$ cat src/rtl/mul_acc_pkg.sv
// Shared widths, FSM state encoding and the {vld, last} tag carried alongside multiplier operands.
// No logic; types and constants only.
// Not applicable: holds no flow-controlled state.
package mul_acc_pkg;

    localparam int WIDTH_DEF       = 32;
    localparam int MUL_LATENCY_DEF = 2;
    localparam int ACC_WIDTH_DEF   = 72;
    localparam int CNT_WIDTH_DEF   = 16;

    typedef logic [1:0] state_t;

    localparam state_t ST_RUN   = 2'd0;
    localparam state_t ST_DRAIN = 2'd1;
    localparam state_t ST_DONE  = 2'd2;

    typedef struct packed {
        logic vld;
        logic last;
    } tag_t;

endpackage

$ cat src/rtl/mul_tag_pipe.sv
// Delays the {vld, last} tag so it lines up with the product leaving the multiplier.
// Latency: MUL_LATENCY cycles.
// No backpressure: shifts every cycle; async clear drops all in-flight tags.
module mul_tag_pipe
    import mul_acc_pkg::*;
#(
    parameter int MUL_LATENCY = MUL_LATENCY_DEF
) (
    input  logic clk,
    input  logic rst_n,
    input  tag_t tag_nxt,
    output tag_t tag_dly
);

    tag_t stage [MUL_LATENCY];

    always_ff @(posedge clk or negedge rst_n) begin
        if (!rst_n) begin
            for (int i = 0; i < MUL_LATENCY; i++) begin
                stage[i] <= '0;
            end
        end else begin
            stage[0] <= tag_nxt;
            for (int i = 1; i < MUL_LATENCY; i++) begin
                stage[i] <= stage[i-1];
            end
        end
    end

    assign tag_dly = stage[MUL_LATENCY-1];

endmodule

$ cat src/rtl/mul_accumulate_seq.sv
// Feeds operand pairs to an external multiplier and sums tagged products into one dot product per vector.
// Latency: last pair accepted in cycle t gives out_valid in cycle t+MUL_LATENCY+1.
// Backpressure: in_ready drops from the last pair until the result is taken; result held while out_ready is low.
module mul_accumulate_seq
    import mul_acc_pkg::*;
#(
    parameter int WIDTH       = WIDTH_DEF,
    parameter int MUL_LATENCY = MUL_LATENCY_DEF,
    parameter int ACC_WIDTH   = ACC_WIDTH_DEF,
    parameter int CNT_WIDTH   = CNT_WIDTH_DEF
) (
    input  logic                 clk,
    input  logic                 rst_n,
    input  logic                 in_valid,
    output logic                 in_ready,
    input  logic [WIDTH-1:0]     in_a,
    input  logic [WIDTH-1:0]     in_b,
    input  logic                 in_last,
    output logic [WIDTH-1:0]     mul_a,
    output logic [WIDTH-1:0]     mul_b,
    input  logic [2*WIDTH-1:0]   mul_y,
    output logic                 out_valid,
    input  logic                 out_ready,
    output logic [ACC_WIDTH-1:0] out_sum,
    output logic [CNT_WIDTH-1:0] out_count,
    output logic                 out_ovf
);

    state_t               state;
    logic [ACC_WIDTH-1:0] acc;
    logic [CNT_WIDTH-1:0] cnt;
    logic                 ovf;
    tag_t                 tag_nxt;
    tag_t                 tag_dly;
    logic                 accept;
    logic                 res_take;
    logic [ACC_WIDTH:0]   add_sum;

    assign in_ready  = (state == ST_RUN);
    assign out_valid = (state == ST_DONE);
    assign accept    = in_valid && in_ready;
    assign res_take  = out_valid && out_ready;

    assign mul_a = in_a;
    assign mul_b = in_b;

    // The multiplier has no valid of its own; only tagged cycles carry a real product.
    assign tag_nxt.vld  = accept;
    assign tag_nxt.last = in_last;

    mul_tag_pipe #(
        .MUL_LATENCY (MUL_LATENCY)
    ) u_tag_pipe (
        .clk     (clk),
        .rst_n   (rst_n),
        .tag_nxt (tag_nxt),
        .tag_dly (tag_dly)
    );

    // Extra MSB captures the carry out of the accumulator for the sticky overflow.
    assign add_sum = {1'b0, acc} + (ACC_WIDTH+1)'(mul_y);

    always_ff @(posedge clk or negedge rst_n) begin
        if (!rst_n) begin
            state <= ST_RUN;
        end else begin
            case (state)
                ST_RUN:   if (accept && in_last)           state <= ST_DRAIN;
                ST_DRAIN: if (tag_dly.vld && tag_dly.last) state <= ST_DONE;
                ST_DONE:  if (out_ready)                   state <= ST_RUN;
                default:                                   state <= ST_RUN;
            endcase
        end
    end

    always_ff @(posedge clk or negedge rst_n) begin
        if (!rst_n) begin
            acc <= '0;
            cnt <= '0;
            ovf <= 1'b0;
        end else if (res_take) begin
            acc <= '0;
            cnt <= '0;
            ovf <= 1'b0;
        end else if (tag_dly.vld) begin
            acc <= add_sum[ACC_WIDTH-1:0];
            cnt <= cnt + CNT_WIDTH'(1);
            if (add_sum[ACC_WIDTH]) begin
                ovf <= 1'b1;
            end
        end
    end

    assign out_sum   = acc;
    assign out_count = cnt;
    assign out_ovf   = ovf;

endmodule

$ cat config.mk
export PLATFORM = sky130hd
export DESIGN_NAME = mul_accumulate_seq
export DESIGN_NICKNAME = d
export VERILOG_FILES = /design/src/rtl/mul_acc_pkg.sv /design/src/rtl/mul_tag_pipe.sv /design/src/rtl/mul_accumulate_seq.sv
export SDC_FILE = /design/constraint.sdc
export NUM_CORES = 1
export LEC_CHECK = 0
export CAP_MARGIN = 25
export CORE_MARGIN = 2
export CORE_UTILIZATION = 45
export CTS_CLUSTER_SIZE = 30
export DETAILED_ROUTE_END_ITERATION = 10
export GPL_ROUTABILITY_DRIVEN = 0
export PLACE_DENSITY = 0.82
export SLEW_MARGIN = 20
export SYNTH_ARGS = -nofsm -noshare
export SYNTH_HDL_FRONTEND = slang
export SYNTH_SLANG_ARGS = --single-unit
$ cat constraint.sdc
create_clock -name clk -period 3.6 [get_ports clk]
set_input_delay 0.54 -clock clk [delete_from_list [all_inputs] [get_ports clk]]
set_output_delay 0.54 -clock clk [all_outputs]
set_load 0.005 [all_outputs]
* Word-level counts from Yosys, hierarchy flattened
Cells that the tools add are included.
Storage, ports and cells: output and inout bits 155, flip-flop bits (word level) 95
Operators by class: reductions and logical operators 9, multiplexer cells 11, eq/ne operators 5, $add $sub $neg 2
Operators by type and width (count):
- $mux 72 | 2
- $add 72x64->73 | 1
- $mux 16 | 2
- $add 16x1->16 const B | 1
- $mux 2 | 3
- $pmux 2 s3 | 1
- $logic_and 1x1->1 | 4
- $ne 2x1->1 const B | 2
- $reduce_bool 2->1 | 2
- $mux 1 | 3
- $reduce_and 3->1 | 1
- $eq 2x1->1 const B | 1
- $eq 2x2->1 const B | 1
- $logic_not 2->1 | 1
- $ne 2x2->1 const B | 1
- $reduce_and 2->1 | 1

* Logic depth before layout (Yosys ltp)
Gate-level depths: netlist (run 1).
depth in word-level cells 5, depth in mapped cells 12, mapped depth without buffers 12

* Hierarchy
From an unflattened synthesis (run 1), not the netlist that was laid out.
Second synthesis, totals: cells, all modules 1069, area total of the unflattened synthesis 8782.2 µm²
By module, submodules not included:
- mul_accumulate_seq | area an instance 8667.1 µm², seq. area each 2277.2 µm², cells each 1063, times used 1
- mul_tag_pipe | area an instance 115.1 µm², seq. area each 100.1 µm², cells each 6, times used 1

* Least setup slack after synthesis (run 1)
Ideal clock, no wire load.
kind input to register, from input port mul_y[9], to register acc[68], in the netlist out_sum[68], arrival 2833 ps, slack 647 ps, required time 3480 ps, library setup time 120 ps, buffers on the path 0, stages on the path 11, path through ha_1 -> and3_1 -> and2_1 -> nand4_1 -> a2111oi_4 -> o2111ai_2 -> a211oi_2 -> o21ai_1 -> o211ai_2 -> a31oi_1 -> a41o_1
Between the ends: cells in the longest elaborated chain, start to end 3
Ends and longest elaborated chain:
- from (decl) | line mul_accumulate_seq.sv:21 | input logic [2*WIDTH-1:0] mul_y,
- $add 72x64->73 | line mul_accumulate_seq.sv:61 | assign add_sum = {1'b0, acc} + (ACC_WIDTH+1)'(mul_y);
- $mux 72 | line mul_accumulate_seq.sv:85 | end else if (tag_dly.vld) begin
- $mux 72 | line mul_accumulate_seq.sv:81 | end else if (res_take) begin
- to (signal assigned) | line mul_accumulate_seq.sv:86 | acc <= add_sum[ACC_WIDTH-1:0];
- to (decl) | line mul_accumulate_seq.sv:30 | logic [ACC_WIDTH-1:0] acc;
Every way passes these cells. The select of a mux whose other input is x is not followed. A chain may end at the register's enable or synchronous reset.

* Worst setup path after layout (run 1)
from input port mul_y[39], to register acc[62], in the netlist out_sum[62]
Same word-level chain as after synthesis.

==> results of run 1 <==
==> kinds of logic (layout without fill, tap and decap cells) <==
logic type,count (synthesis),in the layout,synth area share [%]
buffers and inverters,137,295,9.207
muxes,37,37,4.512
DFF,95,95,28.96
xor gates and xnor gates,69,69,7.363
adders and majority gates,66,66,10.15
AOI/OAI and AO/OA,271,271,21.04
and+or+nand+nor,327,327,18.77
==> sequential cells by signal, indices dropped and copies added, names as in the netlist <==
signal,flops
out_count,16
out_ovf,1
out_sum,72
state,2
u_tag_pipe.stage,2
u_tag_pipe.tag_dly,2
==> power breakdown <==
part           total, mW  internal [mW]  switching, mW  leakage (nW)
clock               1.00          0.559          0.442         0.146
sequential          2.03           1.56          0.475          1.16
combinational       6.69           3.35           3.34          3.36
total               9.72           5.47           4.25          4.67
==> layer usage <==
layer  up-vias  GRT usage, %  part of all wire (%)
li1       3859             -                     -
met3        96         5.249                   6.7
met5         -             0                     0
met4         0         11.06                   3.8
met1      3842         31.32                    43
met2       332         40.45                    46
==> worst paths after layout <==
check | slack, ns | startpoint | endpoint | depth (start not counted)
setup / recovery | 0.18 | mul_y[39] | out_sum[62]$_DFFE_PN0P_ | 13
hold / removal | 0.27 | rst_n | out_sum[0]$_DFFE_PN0P_ | 1
setup reg to reg | 0.41 | out_sum[39]$_DFFE_PN0P_ | out_sum[62]$_DFFE_PN0P_ | 12
hold reg to reg | 0.35 | u_tag_pipe.stage[3]$_DFF_PN0_ | u_tag_pipe.tag_dly[1]$_DFF_PN0_ | 0
max in group asynchronous | 2.65 | rst_n | out_sum[37]$_DFFE_PN0P_ | 2
min in group clk | 0.35 | u_tag_pipe.stage[3]$_DFF_PN0_ | u_tag_pipe.tag_dly[1]$_DFF_PN0_ | 0
==> area by class of cell <==
class | instances | area, sq um | share of cell area [%]
Inverter | 21 | 78.83 | 0.7532
Tap cell | 229 | 286.5 | 2.738
Clock inverter | 5 | 56.30 | 0.5380
Multi-Input combinational cell | 770 | 5077 | 48.52
Clock buffer | 11 | 242.7 | 2.319
Timing Repair Buffer | 258 | 2345 | 22.41
Sequential cell | 95 | 2379 | 22.73
==> through the flow <==
stage               area (sq um)  power [mW]
floorplan                   8208       5.895
global placement           10160       8.437
detailed placement         10160       8.596
CTS                        10460       9.652
global route               10470       10.49
finish                     10470       9.721
==> critical path, cell delays in order <==
cell and delay [ns]:
clkdlybuf4s50_1 0.42, ha_1 0.32, a21oi_1 0.23, o21bai_1 0.09, a21oi_1 0.26, o221ai_1 0.23, a2111oi_1 0.52, buf_4 0.19
o211ai_1 0.10, a31oi_1 0.29, o21bai_1 0.13, and3_1 0.19, nor3_1 0.16
==> cell usage in the layout, fill, tap and decap left out, drive strengths merged, types with 6 or more instances in the layout <==
master         count
o21a               6
nand4             34
nor2             102
or3                9
a21o              36
dfrtp             95
mux2i             37
nand2b             6
o21ai             56
clkbuf            11
nand2             84
a21oi             90
nor3              22
nand3             32
clkdlybuf4s50    158
buf              100
inv               22
a31oi             11
ha                65
and3              11
xor2              28
o21bai            17
xnor2             41
o22ai             12
==> cell usage after synthesis (all sizes together) (2+ instances only) <==
master and number:
a2111oi 2, a211o 3, a211oi 5, a21boi 4, a21o 36, a21oi 90, a221o 3, a221oi 3
a31o 2, a31oi 11, a32oi 2, and2 4, and3 11, and4 4, buf 71, clkbuf 45
dfrtp 95, ha 65, inv 21, mux2i 37, nand2 84, nand2b 6, nand3 32, nand4 34
nor2 102, nor2b 5, nor3 22, nor3b 4, nor4 2, nor4b 2, o2111ai 3, o211ai 5
o21a 6, o21ai 56, o21bai 17, o221ai 3, o22ai 12, or2 2, or3 9, or4 2
xnor2 41, xor2 28
==> flow_summary_export.csv, run 1 <==
group,metric,value,unit
floorplanning,die_area,19340,sq um
yosys,synthesis.nets,1201,
clock_tree,cts.sinks,95,
timing,finalClockSkew,0.01040,ns
timing,finalHoldWorstSlack,0.2694,ns
placed_design,place_hpwl,18570,um
yosys,synth_flop_cell,"dfrtp_1",
finish,utilization,58.46,%
floorplanning,initial_core_util,45.85,%
finish,nets,1354,
timing,drv_slew,0,
timing,tns,0,ns
pwr,p_leak,4.672,nW
clock_tree,root_buffer,"clkbuf_16",
clock_tree,post-cts-setup-buffer-count,0,
yosys,synth.avg_cell_area,8.191,sq um
drt,viasPerCell,5.852,
clock_tree,clk_pin_slew_worst_paths,0.07,ns
yosys,ys_seq_elements,95,
clock_tree,cts_resized,0,
yosys,synth_edf_count,0,
drt,drcViolationCount,0,
timing,max_slew_margin,45.83,%
drt,drt_iter0_markers,667,
drt,ant_nets,0,
floorplanning,die_h,139.1,um
drt,wl_per_cell,17.55,um
finish,drive_above_1_share,11.03,%
placed_design,port_buffers,159,
pwr,power.density,928.9,nW/um^2
global_route,grt_pass1_wl,39030,um
yosys,ys_async_sr_fraction,100.0,%
timing,tightest_slew,0.8125,ns
worst_setup_path,path_max_fanout,2,
floorplanning,pin_count,288,
yosys,netlist_area,8208,sq um
timing,setup_viol,0,
finish,final_cells,1389,
yosys,synthCells,1002,
global_route,track_usage,24.65,%
global_route,grt_pass1_vias,7919,
drt,vias,8129,
timing,finalCritPeriodShare,94.92,%
yosys,synth.distinct_cells,63,
finish,num_antenna_cells,0,
hold_path,hold_path_class,"in -> async",
drt,drt-total-wl,24380,um
yosys,synth_top_area_share,28.96,%
yosys,yosys.area.top_type,"dfrtp_1",
drt,first_pass_iters,5,
worst_setup_path,worstPathRequired,3.88,ns
finish,area.growth.synth_to_final,27.50,%
pwr,ir_worst_vdd,0.4079,mV
finish,n_fill_cell,1564,
timing,setup_slack,0.1830,ns
placed_design,dp_cells,1373,
clock_tree,cts_buffers,9,
yosys,yosys-top-cells-area,"dfrtp_1 29%, ha_1 9.9%, buf_4 5.9%, a21oi_1 5.5%, nor2_1 4.7%",
clock_tree,cts_tree,"built",
global_route,grt_max_degree,62,
clock_tree,clkLatencyLatePin,0.36,ns
clock_tree,cts_max_level,3,
worst_setup_path,end_kind,"register",
timing,fmax,292.7,MHz
yosys,synth-seq-area-share,28.96,%
yosys,synth_warnings,0,
timing,hold_violations,0,
floorplanning,coreArea,17900,sq um
floorplanning,rows,49,
floorplanning,die_w,139.1,um
global_route,antenna_found_initial,0,
clock_tree,postCtsHoldBufs,0,
worst_setup_path,worst-setup-path-type,"in -> reg",
global_route,overflow,0,
worst_setup_path,crit_arrival,3.69,ns
run_status,outcome,"complete, no violations",
timing,finalCriticalPeriod,3.417,ns
worst_setup_path,cp-start-kind,"primary input",
run,drv_cap,0,
clock_tree,clk_path_buf_depth,2,
placed_design,place_ws,-0.1351,ns
Note: power is estimated with default switching activity, not from simulation.
==> run 2, diff against run 1 <==
- CORE_UTILIZATION: 45 -> 42
- PLACE_DENSITY: 0.82 -> 0.8
- clock period: 3.6 -> 2.95 ns (I/O delays scaled with it)
==> run 2 against run 1 <==
  * The run now ends with negative setup slack left
  * Highest routed layer unchanged
  * Largest power group unchanged
  * Die area is 6.9% higher
  * First-iteration DRC count increased by 24%
  * Critical path depth stayed put
==> flow_summary_export.csv, run 2 (same netlist as run 1, synthesis figures left out) <==
group,metric,value,unit
run_status,outcome,"complete, but fails checks",
run_status,violations,"negative setup slack",
worst_setup_path,rr_worst_depth,12,
finish,nets,1523,
worst_setup_path,critPathTopFamily,"compound AO/OA/AOI/OAI gates",
worst_setup_path,cp_cell_sequence,"clkdlybuf4s50_1, ha_1, buf_4, nand2_1, o21ai_0, a21oi_1, nand4_1, a211o_1, or2_0, o21ai_2, o211ai_2, buf_4, a41o_1",
worst_setup_path,path_max_fanout,4,
global_route,overflow,0,
run,drv_cap,0,
worst_setup_path,crit_arrival,3.36,ns
clock_tree,clk_pin_slew_worst_paths,0.08,ns
global_route,grt_pass1_vias,8999,
worst_setup_path,worst-setup-path-type,"in -> reg",
worst_setup_path,slowest_stage,"clkdlybuf4s50_1",
worst_setup_path,reg2reg_from,"out_sum[34]$_DFFE_PN0P_",
pwr,power.density,1157,nW/um^2
pwr,power_frac_comb,74.4,%
finish,area.growth.synth_to_final,52.42,%
drt,drt_iter0_markers,824,
timing,setup_viol,15,
global_route,grt_pass1_wl,44390,um
worst_setup_path,critPathMostFrequentCell,"buf_4",
placed_design,place_hpwl,21350,um
finish,layout_common_cells,"262 x buf_4, 139 x clkdlybuf4s50_1, 100 x nor2_1",
floorplanning,rows,51,
drt,vias,9194,
pwr,p_leak,5.666,nW
floorplanning,die_h,143.8,um
floorplanning,die_w,143.8,um
clock_tree,root_buffer,"clkbuf_16",
global_route,antenna_found_initial,0,
timing,drv_slew,0,
floorplanning,initial_core_util,42.45,%
finish,drive_above_1_share,29.19,%
timing,tightest_slew,0.8119,ns
drt,first_pass_iters,6,
clock_tree,postCtsHoldBufs,0,
timing,finalCriticalPeriod,3.119,ns
floorplanning,coreArea,19330,sq um
timing,finalCritPeriodShare,105.7,%
worst_setup_path,crit_path_max_incr_delay,0.41,ns
finish,layout_commonest_cell,"buf_4",
timing,tns,-1.102,ns
floorplanning,die_area,20680,sq um
hold_path,hold_path_class,"in -> async",
drt,drcViolationCount,0,
placed_design,place_ws,-0.6812,ns
floorplanning,pin_count,288,
drt,drt-total-wl,30240,um
global_route,grt_max_degree,55,
timing,setup_slack,-0.1692,ns
worst_setup_path,worstSetupPathDepth,13,
clock_tree,cts_tree,"built",
pwr,pwr-share-clk,8.2,%
drt,viasPerCell,5.768,
clock_tree,cts_max_level,3,
placed_design,dp_cells,1556,
timing,finalClockSkew,0.01098,ns
timing,max_slew_margin,45.87,%
worst_setup_path,worstPathRequired,3.19,ns
clock_tree,cts_buffers,9,
worst_setup_path,worstReg2RegEnd,"out_sum[68]$_DFFE_PN0P_",
finish,n_fill_cell,1497,
pwr,ir_worst_vdd,0.5181,mV
drt,wl_per_cell,18.97,um
pwr,seq_power_share,17.4,%
finish,num_antenna_cells,0,
timing,rsz0062_at_grt,"yes",
clock_tree,cts.sinks,95,
clock_tree,clk_path_buf_depth,2,
clock_tree,clkLatencyLatePin,0.36,ns
finish,final_cells,1594,
worst_setup_path,cp-start-kind,"primary input",
drt,ant_nets,0,
pwr,switching_share,43.78,%
timing,hold_violations,0,
timing,fmax,320.6,MHz
worst_setup_path,r2r_slack,-0.04,ns
worst_setup_path,cp_num_buf_inv,3,
global_route,track_usage,27.06,%
finish,largest_register_ffs,72,
worst_setup_path,end_kind,"register",
pwr,p_sw,6.339,mW
pwr,p_int,8.141,mW
placed_design,port_buffers,159,
==> run 2: worst max-delay path by stage <==
stage / startpoint / endpoint / slack (ns)
after detailed placement: mul_y[0] / out_sum[68]$_DFFE_PN0P_ / -0.68
after global placement: mul_y[0] / out_sum[64]$_DFFE_PN0P_ / -0.64
final: mul_y[34] / out_sum[68]$_DFFE_PN0P_ / -0.17
after CTS: mul_y[13] / out_sum[24]$_DFFE_PN0P_ / -0.07
after floorplan: mul_y[9] / out_sum[68]$_DFFE_PN0P_ / 0.09
after global routing: mul_y[34] / out_ovf$_DFFE_PN0P_ / -0.23
==> run 2: layout make-up <==
class | instances | area, sq um | share of cell area, %
flip-flops and latches | 95 | 2379 | 19.01
well taps | 265 | 331.6 | 2.650
inverters | 21 | 78.83 | 0.6301
clock inverters | 5 | 40.04 | 0.3200
multi-input cells | 770 | 5801 | 46.36
repair buffers | 427 | 3638 | 29.08
clock buffers | 11 | 242.7 | 1.940
==> run 2: repair_timing <==
action	in CTS	in global routing
pin swaps	28	49
gates resized for setup	54	95
setup endpoints to repair	37	45
buffers inserted	10	12
==> run 2: through the flow <==
step / util (%) / instance area, sq um / hold slack, ns / power (mW)
final: 64.71 / 12510 / 0.1495 / 14.48
after global routing: 64.71 / 12510 / 0.2054 / 15.41
after CTS: 61.78 / 11950 / 0.1809 / 13.45
after detailed placement: 58.51 / 11310 / 0.3379 / 11.81
after global placement: 58.51 / 11310 / 0.3320 / 11.54
after floorplan: - / 8208 / 0.1469 / 7.193
==> run 2: routing by layer <==
layer | share of wire, % | global-route usage, %
met4 | 5.7 | 15.43
met1 | 39 | 33.58
met3 | 7.8 | 3.865
met2 | 48 | 44.99
met5 | 0 | 0
==> run 2: power by group through the flow <==
stage | clock network [mW] | registers, mW | logic (mW)
after floorplan | 0 | 2.41 | 4.78
after global placement | 0 | 2.40 | 9.14
after detailed placement | 0 | 2.43 | 9.37
final | 1.19 | 2.51 | 10.8
after global routing | 1.26 | 2.58 | 11.6
after CTS | 1.20 | 2.46 | 9.79
==> run 3, diff against run 2 <==
- SKIP_CTS_REPAIR_TIMING: default -> 1
==> run 3 against run 2 <==
  * The flow still finishes with violations (negative setup slack)
  * Core utilization is essentially flat
  * Non-clock buffer count shrank 3
  * Clock skew grew 0.0012 ns
  * Critical path depth is the same
  * Sequential share of layout area is essentially flat
  * Maximum frequency grew 0.21%
  * Register-to-register slack lost 0.04 ns
  * Worst hold slack lost 0.0078 ns
  * Combinational power is essentially flat
  * Critical endpoint unchanged
  * Highest routed layer unchanged
==> flow_summary_export.csv, run 3 (same netlist as run 1, synthesis figures left out) <==
group,metric,value,unit
finish,drive_above_1_share,28.81,%
placed_design,port_buffers,159,
timing,drv_slew,0,
finish,n_fill_cell,1467,
floorplanning,coreArea,19330,sq um
floorplanning,die_w,143.8,um
global_route,overflow,0,
global_route,grt_pass1_wl,42520,um
worst_setup_path,crit_arrival,3.36,ns
run,drv_cap,0,
drt,wl_met3,2350,um
worst_setup_path,end_kind,"register",
placed_design,place_area,11310,sq um
run_status,violations,"negative setup slack",
global_route,grt_max_degree,55,
clock_tree,clkLatencyLatePin,0.37,ns
timing,finalCriticalPeriod,3.113,ns
finish,num_antenna_cells,0,
worst_setup_path,worst-setup-path-type,"in -> reg",
pwr,power.density,1154,nW/um^2
timing,max_slew_margin,46.48,%
pwr,p_sw,6.293,mW
drt,wl_per_cell,18.84,um
drt,viasPerCell,5.748,
finish,layout_common_cells,"262 x buf_4, 134 x clkdlybuf4s50_1, 101 x nor2_1",
worst_setup_path,worstPathRequired,3.20,ns
timing,finalClockSkew,0.01221,ns
run_status,outcome,"complete, but fails checks",
drt,dr.max_layer_used,"met4",
timing,setup_slack,-0.1626,ns
worst_setup_path,cp-start-kind,"primary input",
timing,setup_viol,9,
finish,layout_commonest_cell,"buf_4",
global_route,grt_pass1_vias,8656,
drt,first_pass_iters,7,
timing,rsz0062_at_grt,"yes",
pwr,pwr-share-clk,8.3,%
finish,nets,1520,
finish,design_area,12510,sq um
drt,wl_met1,11950,um
placed_design,place_ws,-0.6812,ns
floorplanning,initial_core_util,42.45,%
drt,ant_nets,0,
placed_design,dp_cells,1556,
hold_path,hold_path_class,"in -> async",
clock_tree,cts_tree,"built",
finish,area.growth.synth_to_final,52.47,%
timing,fmax,321.3,MHz
placed_design,place_hpwl,21350,um
pwr,p_leak,5.768,nW
finish,seqCellArea,2379,sq um
global_route,track_usage,25.94,%
floorplanning,die_h,143.8,um
clock_tree,clk_pin_slew_worst_paths,0.08,ns
worst_setup_path,path_max_fanout,4,
drt,drt_iter0_markers,782,
clock_tree,root_buffer,"clkbuf_16",
floorplanning,die_area,20680,sq um
timing,tightest_slew,0.8028,ns
drt,vias,9145,
floorplanning,rows,51,
finish,final_cells,1591,
drt,drt-total-wl,29970,um
global_route,antenna_found_initial,0,
drt,drcViolationCount,0,
finish,largest_register_ffs,72,
timing,finalHoldWorstSlack,0.1417,ns
clock_tree,cts_buffers,9,
timing,finalCritPeriodShare,105.5,%
clock_tree,cts.sinks,95,
clock_tree,cts_max_level,3,
clock_tree,clk_path_buf_depth,2,
pwr,seq_power_share,17.5,%
finish,multi_input_area,5781,sq um
floorplanning,pin_count,288,
drt,dr_wl_met2,13870,um
timing,hold_violations,0,
pwr,power_frac_comb,74.2,%
pwr,p_int,8.146,mW
pwr,switching_share,43.58,%
pwr,ir_worst_vdd,0.5439,mV
[run 3: cell types whose count changed in the layout (fill, tap and decap cells not counted), sizes merged]
cell / delta
dlymetal6s2s: +17
dlygate4sd2: -12
clkdlybuf4s50: -5
buf: -3
[run 3: stage by stage]
step,util (%),setup TNS (ns),power [mW]
final,64.73,-0.5266,14.44
after global routing,64.73,-2.788,15.37
after CTS,59.98,-6.386,13.06
after detailed placement,58.51,-24.29,11.81
after global placement,58.51,-20.87,11.54
after floorplan,-,0,7.193
[run 3: power by group through the flow]
stage | registers (mW) | logic, mW | clock network, mW
floorplan | 2.41 | 4.78 | 0
global placement | 2.40 | 9.14 | 0
detailed placement | 2.43 | 9.37 | 0
CTS | 2.42 | 9.44 | 1.20
finish | 2.53 | 10.7 | 1.19
global route | 2.60 | 11.5 | 1.27
[run 3: final cells by class]
cell class                 count  share of cell area, %
multi-input combinational    770                  46.19
timing repair buffer         424                  29.26
sequential                    95                  19.01
tap                          265                  2.649
clock buffer                  11                  1.940
inverter                      21                 0.6299
clock inverter                 5                 0.3199
[run 3: routing by layer]
metal	GRT usage (%)	up-vias
met1	32.97	4261
met3	3.299	178
met2	43.26	521
met4	13.21	0
li1	-	4185
met5	0	-
[run 3: path summary, 6_finish.rpt]
path,from,end,slack (ns),cells past startpoint
min in group clk,u_tag_pipe.stage[2]$_DFF_PN0_,u_tag_pipe.tag_dly[0]$_DFF_PN0_,0.35,0
max in group asynchronous,rst_n,out_count[5]$_DFFE_PN0P_,1.96,3
setup / recovery,mul_y[34],out_sum[68]$_DFFE_PN0P_,-0.16,13
hold reg to reg,u_tag_pipe.stage[2]$_DFF_PN0_,u_tag_pipe.tag_dly[0]$_DFF_PN0_,0.35,0
setup reg to reg,out_sum[10]$_DFFE_PN0P_,out_sum[68]$_DFFE_PN0P_,-0.08,11
hold / removal,rst_n,out_sum[1]$_DFFE_PN0P_,0.14,1
[run 3: worst max-delay path, cell delays in order]
cell and delay [ns]:
clkdlybuf4s50_1 0.51, ha_4 0.23, buf_4 0.15, nand2_1 0.08, o21ai_0 0.12, a21oi_1 0.27
nand4_1 0.17, a211o_1 0.35, or2_0 0.26, o21ai_2 0.22, o211ai_2 0.13, buf_4 0.17
a41o_1 0.23
